### src/rtl/pipe_stage_hs_pkg.sv
// Shared definitions for the handshaked inter-stage pipeline register.
//  - default field widths for a stage instance
//  - occupancy state encoding of the stage FSM
package pipe_stage_hs_pkg;

    localparam int unsigned DefCtrlW = 16;
    localparam int unsigned DefDataW = 202;
    localparam int unsigned DefCntW  = 32;

    // Occupancy: main slot empty / main full / main and skid full.
    typedef enum logic [1:0] {
        StEmpty = 2'd0,
        StOne   = 2'd1,
        StTwo   = 2'd2
    } state_e;

endpackage

### src/rtl/pipe_stage_hs_if.sv
// Valid/ready pipeline link carrying one control and one data field group.
//  valid  producer -> consumer  entry is live
//  ready  consumer -> producer  consumer takes the entry this cycle
//  ctrl   producer -> consumer  control fields (CTRL_W)
//  data   producer -> consumer  data fields (DATA_W)
interface pipe_stage_hs_if #(
    parameter int unsigned CTRL_W = pipe_stage_hs_pkg::DefCtrlW,
    parameter int unsigned DATA_W = pipe_stage_hs_pkg::DefDataW
);
    logic              valid;
    logic              ready;
    logic [CTRL_W-1:0] ctrl;
    logic [DATA_W-1:0] data;

    modport master (output valid, output ctrl, output data, input ready);
    modport slave  (input valid, input ctrl, input data, output ready);
endinterface

### src/rtl/pipe_stage_hs_slot.sv
// One pipeline entry: valid flag plus control and data fields.
//  clk, rst          rising-edge clock, synchronous active-high reset
//  load_i            capture ctrl_i/data_i and mark valid
//  unload_i          mark empty (control zeroed, data kept)
//  flush_i           mark empty, control zeroed, data zeroed when CLEAR_DATA
//  ctrl_i, data_i    entry to capture
//  valid_o, ctrl_o, data_o  stored entry; ctrl_o is zero whenever valid_o is 0
module pipe_stage_hs_slot
    import pipe_stage_hs_pkg::*;
#(
    parameter int unsigned CTRL_W     = DefCtrlW,
    parameter int unsigned DATA_W     = DefDataW,
    parameter bit          CLEAR_DATA = 1'b0
) (
    input  logic              clk,
    input  logic              rst,
    input  logic              load_i,
    input  logic              unload_i,
    input  logic              flush_i,
    input  logic [CTRL_W-1:0] ctrl_i,
    input  logic [DATA_W-1:0] data_i,
    output logic              valid_o,
    output logic [CTRL_W-1:0] ctrl_o,
    output logic [DATA_W-1:0] data_o
);

    logic              valid_q, valid_d;
    logic [CTRL_W-1:0] ctrl_q, ctrl_d;
    logic [DATA_W-1:0] data_q, data_d;

    always_comb begin
        valid_d = valid_q;
        ctrl_d  = ctrl_q;
        data_d  = data_q;
        if (flush_i) begin
            valid_d = 1'b0;
            ctrl_d  = '0;
            if (CLEAR_DATA) begin
                data_d = '0;
            end
        end else if (load_i) begin
            valid_d = 1'b1;
            ctrl_d  = ctrl_i;
            data_d  = data_i;
        end else if (unload_i) begin
            // Empty slot carries zero control so it reads as a bubble.
            valid_d = 1'b0;
            ctrl_d  = '0;
        end
    end

    always_ff @(posedge clk) begin
        if (rst) begin
            valid_q <= 1'b0;
            ctrl_q  <= '0;
            data_q  <= '0;
        end else begin
            valid_q <= valid_d;
            ctrl_q  <= ctrl_d;
            data_q  <= data_d;
        end
    end

    assign valid_o = valid_q;
    assign ctrl_o  = ctrl_q;
    assign data_o  = data_q;

endmodule

### src/rtl/pipe_stage_hs.sv
// Handshaked inter-stage pipeline register with optional skid slot and stall counter.
//  clk, rst    rising-edge clock, synchronous active-high reset
//  in_if       upstream link (slave): valid/ctrl/data in, ready out
//  out_if      downstream link (master): valid/ctrl/data out, ready in
//  flush       drop all held entries and any entry offered this cycle
//  stall_cnt   saturating count of cycles with out valid and not ready
module pipe_stage_hs
    import pipe_stage_hs_pkg::*;
#(
    parameter int unsigned CTRL_W     = DefCtrlW,
    parameter int unsigned DATA_W     = DefDataW,
    parameter bit          SKID       = 1'b1,
    parameter bit          CLEAR_DATA = 1'b0,
    parameter int unsigned CNT_W      = DefCntW
) (
    input  logic             clk,
    input  logic             rst,
    pipe_stage_hs_if.slave   in_if,
    pipe_stage_hs_if.master  out_if,
    input  logic             flush,
    output logic [CNT_W-1:0] stall_cnt
);

    state_e            state_q, state_d;
    logic              in_fire, out_fire;
    logic              main_load, main_unload, main_from_skid;
    logic              skid_load, skid_unload;
    logic              main_valid;
    logic [CTRL_W-1:0] main_ctrl, skid_ctrl, main_ctrl_in;
    logic [DATA_W-1:0] main_data, skid_data, main_data_in;
    logic [CNT_W-1:0]  stall_cnt_q, stall_cnt_d;

    assign in_fire  = in_if.valid & in_if.ready;
    assign out_fire = main_valid & out_if.ready;

    always_comb begin
        state_d        = state_q;
        main_load      = 1'b0;
        main_unload    = 1'b0;
        main_from_skid = 1'b0;
        skid_load      = 1'b0;
        skid_unload    = 1'b0;
        if (flush) begin
            // Slots see flush directly; only the occupancy needs resetting here.
            state_d = StEmpty;
        end else begin
            unique case (state_q)
                StEmpty: begin
                    if (in_fire) begin
                        main_load = 1'b1;
                        state_d   = StOne;
                    end
                end
                StOne: begin
                    if (in_fire && out_fire) begin
                        main_load = 1'b1;
                    end else if (in_fire) begin
                        // Only reachable with a skid slot: single-entry ready forbids it.
                        skid_load = 1'b1;
                        state_d   = StTwo;
                    end else if (out_fire) begin
                        main_unload = 1'b1;
                        state_d     = StEmpty;
                    end
                end
                StTwo: begin
                    if (out_fire) begin
                        main_load      = 1'b1;
                        main_from_skid = 1'b1;
                        skid_unload    = 1'b1;
                        state_d        = StOne;
                    end
                end
                default: state_d = StEmpty;
            endcase
        end
    end

    always_ff @(posedge clk) begin
        if (rst) begin
            state_q <= StEmpty;
        end else begin
            state_q <= state_d;
        end
    end

    assign main_ctrl_in = main_from_skid ? skid_ctrl : in_if.ctrl;
    assign main_data_in = main_from_skid ? skid_data : in_if.data;

    pipe_stage_hs_slot #(
        .CTRL_W     (CTRL_W),
        .DATA_W     (DATA_W),
        .CLEAR_DATA (CLEAR_DATA)
    ) u_main (
        .clk      (clk),
        .rst      (rst),
        .load_i   (main_load),
        .unload_i (main_unload),
        .flush_i  (flush),
        .ctrl_i   (main_ctrl_in),
        .data_i   (main_data_in),
        .valid_o  (main_valid),
        .ctrl_o   (main_ctrl),
        .data_o   (main_data)
    );

    if (SKID) begin : g_skid
        logic in_ready_q;
        logic skid_valid_unused;

        // Ready is a flop of next occupancy, so out_if.ready never reaches in_if.ready.
        always_ff @(posedge clk) begin
            if (rst) begin
                in_ready_q <= 1'b1;
            end else begin
                in_ready_q <= (state_d != StTwo);
            end
        end

        pipe_stage_hs_slot #(
            .CTRL_W     (CTRL_W),
            .DATA_W     (DATA_W),
            .CLEAR_DATA (CLEAR_DATA)
        ) u_skid (
            .clk      (clk),
            .rst      (rst),
            .load_i   (skid_load),
            .unload_i (skid_unload),
            .flush_i  (flush),
            .ctrl_i   (in_if.ctrl),
            .data_i   (in_if.data),
            .valid_o  (skid_valid_unused),
            .ctrl_o   (skid_ctrl),
            .data_o   (skid_data)
        );

        assign in_if.ready = in_ready_q;
    end else begin : g_no_skid
        assign skid_ctrl   = '0;
        assign skid_data   = '0;
        assign in_if.ready = ~main_valid | out_if.ready;
    end

    always_comb begin
        stall_cnt_d = stall_cnt_q;
        if (main_valid && !out_if.ready && (stall_cnt_q != {CNT_W{1'b1}})) begin
            stall_cnt_d = stall_cnt_q + CNT_W'(1);
        end
    end

    always_ff @(posedge clk) begin
        if (rst) begin
            stall_cnt_q <= '0;
        end else begin
            stall_cnt_q <= stall_cnt_d;
        end
    end

    assign out_if.valid = main_valid;
    assign out_if.ctrl  = main_ctrl;
    assign out_if.data  = main_data;
    assign stall_cnt    = stall_cnt_q;

endmodule

### src/flat_wrapper.sv
// flat-port wrapper written by rule: the top's interface ports become plain ports
module pipe_stage_hs_flat import pipe_stage_hs_pkg::*;
#(
    parameter int unsigned CTRL_W     = DefCtrlW,
    parameter int unsigned DATA_W     = DefDataW,
    parameter bit          SKID       = 1'b1,
    parameter bit          CLEAR_DATA = 1'b0,
    parameter int unsigned CNT_W      = DefCntW
)
  (clk, rst, flush, stall_cnt, in_if_valid, in_if_ctrl, in_if_data, in_if_ready, out_if_valid, out_if_ctrl, out_if_data, out_if_ready);
  pipe_stage_hs_if #(.CTRL_W(CTRL_W), .DATA_W(DATA_W)) in_if_i ();
  pipe_stage_hs_if #(.CTRL_W(CTRL_W), .DATA_W(DATA_W)) out_if_i ();
  input  logic clk;
  input  logic rst;
  input  logic flush;
  output logic [CNT_W-1:0] stall_cnt;
  input wire logic [$bits(in_if_i.valid)-1:0] in_if_valid;
  input wire logic [$bits(in_if_i.ctrl)-1:0] in_if_ctrl;
  input wire logic [$bits(in_if_i.data)-1:0] in_if_data;
  output wire logic [$bits(in_if_i.ready)-1:0] in_if_ready;
  output wire logic [$bits(out_if_i.valid)-1:0] out_if_valid;
  output wire logic [$bits(out_if_i.ctrl)-1:0] out_if_ctrl;
  output wire logic [$bits(out_if_i.data)-1:0] out_if_data;
  input wire logic [$bits(out_if_i.ready)-1:0] out_if_ready;
  assign in_if_i.valid = in_if_valid;
  assign in_if_i.ctrl = in_if_ctrl;
  assign in_if_i.data = in_if_data;
  assign in_if_ready = in_if_i.ready;
  assign out_if_valid = out_if_i.valid;
  assign out_if_ctrl = out_if_i.ctrl;
  assign out_if_data = out_if_i.data;
  assign out_if_i.ready = out_if_ready;
  pipe_stage_hs #(.CTRL_W(CTRL_W), .DATA_W(DATA_W), .SKID(SKID), .CLEAR_DATA(CLEAR_DATA), .CNT_W(CNT_W)) u_core (.clk(clk), .rst(rst), .in_if(in_if_i), .out_if(out_if_i), .flush(flush), .stall_cnt(stall_cnt));
endmodule
### config.mk
export PLATFORM = sky130hd
export DESIGN_NAME = pipe_stage_hs_flat
export DESIGN_NICKNAME = d
export VERILOG_FILES = /design/src/rtl/pipe_stage_hs_pkg.sv /design/src/rtl/pipe_stage_hs_if.sv /design/src/rtl/pipe_stage_hs_slot.sv /design/src/rtl/pipe_stage_hs.sv /design/src/flat_wrapper.sv
export SDC_FILE = /design/constraint.sdc
export NUM_CORES = 1
export LEC_CHECK = 0
export BUFFER_PORTS_ARGS = -buffer_cell sky130_fd_sc_hd__buf_4
export CELL_PAD_IN_SITES_DETAIL_PLACEMENT = 2
export CELL_PAD_IN_SITES_GLOBAL_PLACEMENT = 2
export CORE_MARGIN = 3
export CORE_UTILIZATION = 32
export CTS_CLUSTER_DIAMETER = 40
export DETAILED_ROUTE_END_ITERATION = 12
export GPL_TIMING_DRIVEN = 0
export PLACE_DENSITY = 0.91
export SLEW_MARGIN = 10
export SYNTH_ARGS = -nofsm -noshare
export SYNTH_HDL_FRONTEND = slang
export SYNTH_SLANG_ARGS = --single-unit
### constraint.sdc
create_clock -name clk -period 3.5 [get_ports clk]
set_clock_uncertainty 0.1 [all_clocks]
set_input_delay 1.05 -clock clk [delete_from_list [all_inputs] [get_ports clk]]
set_output_delay 1.05 -clock clk [all_outputs]
set_load 0.01 [all_outputs]
==> summary.txt <==
WORST SETUP PATH
--------------------------------------------------------------------------------------------------------
Data required, critical path ..............................................................      3830 ps
Most common cell type on the critical path ................................................     clkbuf_1
Slowest cell delay on critical path .......................................................       780 ps
Type of element launching the critical path ...............................................         flop
Top fanout value on the critical path .....................................................           10
Cell breakdown of the critical path ....................................................... nand2_1 > nor2_1 > o21ba_2 > buf_2 > clkbuf_1 > clkbuf_1 > a311oi_1
Startpoint of the most critical setup path ................................................ u_core.u_main.valid_o$_SDFFE_PP0P_
Slowest cell on the critical path .........................................................     clkbuf_1
Signal arrival time at the worst endpoint .................................................      3580 ps
Critical path class ....................................................................... flop to flop
Type of element capturing the critical path ...............................................         flop
Worst r2r src ............................................................................. u_core.u_main.valid_o$_SDFFE_PP0P_

GLOBAL ROUTE
--------------------------------------------------------------------------------------------------------
Largest net degree at the start of global routing .........................................           13
Via count of the first global-routing pass ................................................        24141
Wire length of the first global-routing pass ..............................................    150000 um
Global route overflow .....................................................................            0
Aggregate global-route resource usage .....................................................        31.9%
Antenna violations before repair ..........................................................           20

YOSYS
--------------------------------------------------------------------------------------------------------
Synth Instances ...........................................................................         2365
Sequential share of the synthesized area ..................................................        50.9%
Share of flip-flops with an asynchronous set or reset .....................................           0%
Number of distinct library cells after synthesis ..........................................           42
Syn avg cell area .........................................................................    7.84 um^2
Number of synthesized register bits .......................................................          472
Number of warning messages in the yosys log ...............................................            0
Synth Cell Area ...........................................................................   18600 um^2
EDFF count, synth .........................................................................            0
Top flip-flop cell by instance count after synthesis ......................................      dfxtp_1
Syn Nets ..................................................................................         2589

CLOCK TREE
--------------------------------------------------------------------------------------------------------
Post-CTS clock slew at the launch and capture registers of the worst setup and hold paths .        60 ps
Number of buffers inserted by hold repair at cts ..........................................            0
Number of buffers on the longest clock path ...............................................            3
TritonCTS clock tree ......................................................................        built
Clock buffer count from CTS ...............................................................           84
Root cell of the clock tree ...............................................................    clkbuf_16
Clock sink count ..........................................................................          472
H-tree level count ........................................................................            3
Clock insertion delay at the later pin of the skew report .................................       630 ps
Buffers inserted during post-CTS setup optimization .......................................            0
Resize count post-CTS .....................................................................            0

ROUTE
--------------------------------------------------------------------------------------------------------
DR vias ...................................................................................        21073
Total length of routed wires ..............................................................    102000 um
Remaining DRCs ............................................................................            0
Post-DR vias/cell .........................................................................         5.59
Iteration count of the initial detailed-routing pass ......................................            7
Detail Route Antenna Nets .................................................................            0
Wire per inst .............................................................................      26.9 um
1st-iter DRT viols ........................................................................         1006

STA
--------------------------------------------------------------------------------------------------------
Worst slew margin relative to its limit ...................................................        20.7%
Number of slew-limit violations in the final report .......................................            0
Unrepaired setup endpoints after global routing ...........................................           no
Setup-failing EPs final ...................................................................            0
Worst Max-Slew Pin Slew ...................................................................      1180 ps
Final hold vios ...........................................................................            0
Period utilization ........................................................................        92.8%
Maximum clock rate ........................................................................      308 MHz
Final critical delay including setup and external delays ..................................      3250 ps

PLACED DESIGN
--------------------------------------------------------------------------------------------------------
Instance count after placement with tap cells included ....................................         3595
Placed Area ...............................................................................   23100 um^2
I/O Buffers ...............................................................................          474
Placer's final routability congestion estimate ............................................        0.821
Placed wire-length estimate ...............................................................     63500 um

FLOORPLANNING
--------------------------------------------------------------------------------------------------------
FP Rows ...................................................................................           87
Effective utilization at floorplan ........................................................        32.7%
Core area .................................................................................   56800 um^2
Die X .....................................................................................       247 um
Height of the chip ........................................................................       247 um
Die area ..................................................................................   60900 um^2
Number of primary I/O pins ................................................................          475

LAYOUT
--------------------------------------------------------------------------------------------------------
Layout Cells excl Fill ....................................................................         3769
Proportion of layout cells with a drive suffix above 1 ....................................        23.6%
Cell area after layout ....................................................................   26100 um^2
Most frequent cells in the layout ......................................................... 839 x nand2_1, 476 x buf_4, 472 x dfxtp_1
Area growth from synthesis to layout ......................................................        40.7%
Final core utilization ....................................................................        46.0%
Most common cell after layout, fill and taps aside ........................................      nand2_1
Number of nets at the end of the flow .....................................................         3149

RUN
--------------------------------------------------------------------------------------------------------
Number of maximum-capacitance constraint violations .......................................            0

HOLD PATH
--------------------------------------------------------------------------------------------------------
Hold Crit Start ........................................................................... u_core.g_skid.u_skid.data_o[115]$_SDFFE_PP0P_
Type of the most critical hold path ....................................................... flop to flop

STATUS
--------------------------------------------------------------------------------------------------------
Outcome ................................................................................... finished clean

POWER AND IR DROP
--------------------------------------------------------------------------------------------------------
Power per unit of standard cell area ......................................................  615 nW/um^2
Largest voltage drop on the vdd net .......................................................       549 uV
Static leakage power ......................................................................      10.2 nW

## power breakdown
part / internal (mW) / switching, mW
Sequential: 5.59 / 0.162
Clock: 5.55 / 3.29
Combinational: 0.591 / 0.870
## cell type report
| class | instances | area [um^2] |
|---|---|---|
| timing repair buffer | 474 | 3560 |
| sequential | 472 | 9450 |
| fill | 6320 | 30700 |
| buffer | 201 | 823 |
| clock inverter | 60 | 779 |
| clock buffer | 96 | 2230 |
| antenna | 18 | 45.0 |
| tap | 756 | 946 |
| multi-input combinational | 1688 | 8270 |
| inverter | 4 | 15.0 |
## cell usage after synthesis (all sizes together), types with 4 or more instances
| master | count | area [um^2] |
|---|---|---|
| nor2 | 241 | 905 |
| mux2 | 21 | 236 |
| or4 | 10 | 78.8 |
| clkbuf | 143 | 537 |
| nand2 | 839 | 3150 |
| nand4 | 16 | 100 |
| o31ai | 10 | 75.1 |
| inv | 4 | 15.0 |
| a22oi | 16 | 120 |
| nand3 | 29 | 150 |
| a311oi | 202 | 1770 |
| buf | 58 | 284 |
| o21ai | 8 | 40.0 |
| a21oi | 242 | 1210 |
| nor2b | 5 | 31.3 |
| dfxtp | 472 | 9450 |
| xnor2 | 6 | 52.6 |
| or3 | 8 | 50.1 |
| and4 | 5 | 45.0 |
## state kept, by name, summed over array words and instances (netlist names)
name / cells
u_core.g_skid.u_skid.ctrl_o: 16
u_core.g_skid.u_skid.data_o: 202
u_core.stall_cnt: 32
u_core.state_q: 2
u_core.u_main.valid_o: 1
u_core.u_main.data_o: 202
u_core.in_if.ready: 1
u_core.u_main.ctrl_o: 16
## final timing paths
kind / endpoint / slack (ps) / cells past startpoint
min: u_core.g_skid.u_skid.data_o[115]$_SDFFE_PP0P_ / 360 / 2
max: u_core.u_main.data_o[107]$_SDFFE_PP0P_ / 250 / 7
max reg2reg: u_core.u_main.data_o[107]$_SDFFE_PP0P_ / 250 / 7
min reg2reg: u_core.g_skid.u_skid.data_o[115]$_SDFFE_PP0P_ / 360 / 2
## worst max-delay path, delay by kind of cell, from the launching register on
kind / cells / cell delay (ps)
AOI/OAI and AO/OA: 2 / 370
buffers and inverters: 3 / 1530
DFF: 1 / 530
and+or+nand+nor: 2 / 520
## cell families after synthesis
group	synth area share (%)
flops	50.9
compound gates	17.8
xor+xnor	0.283
simple gates	25.1
fa+ha+maj	0.0674
buf+inv	4.50
mux	1.27
## layer usage
metal / track usage [%] / wire, um / vias up
li1: - / - / 9236
met1: 34.5 / 37800 / 10702
met2: 57.4 / 52100 / 802
met3: 6.27 / 5740 / 329
met4: 19.3 / 5890 / 4
met5: 0 / 25 / -
## per-stage QoR
| step | power, mW | setup slack [ps] | hold WS (ps) | setup TNS [ps] |
|---|---|---|---|---|
| 3_5_place_dp | 7.23 | -354 | 348 | -46880 |
| 5_1_grt | 16.5 | 76.3 | 378 | 0 |
| 3_3_place_gp | 7.13 | -209 | 342 | -22140 |
| 6_report | 16.1 | 251 | 358 | 0 |
| 4_1_cts | 16.1 | 151 | 356 | 0 |
| 2_1_floorplan | 6.38 | 939 | 337 | 0 |
No activity file was read; power rests on OpenSTA's default activity.
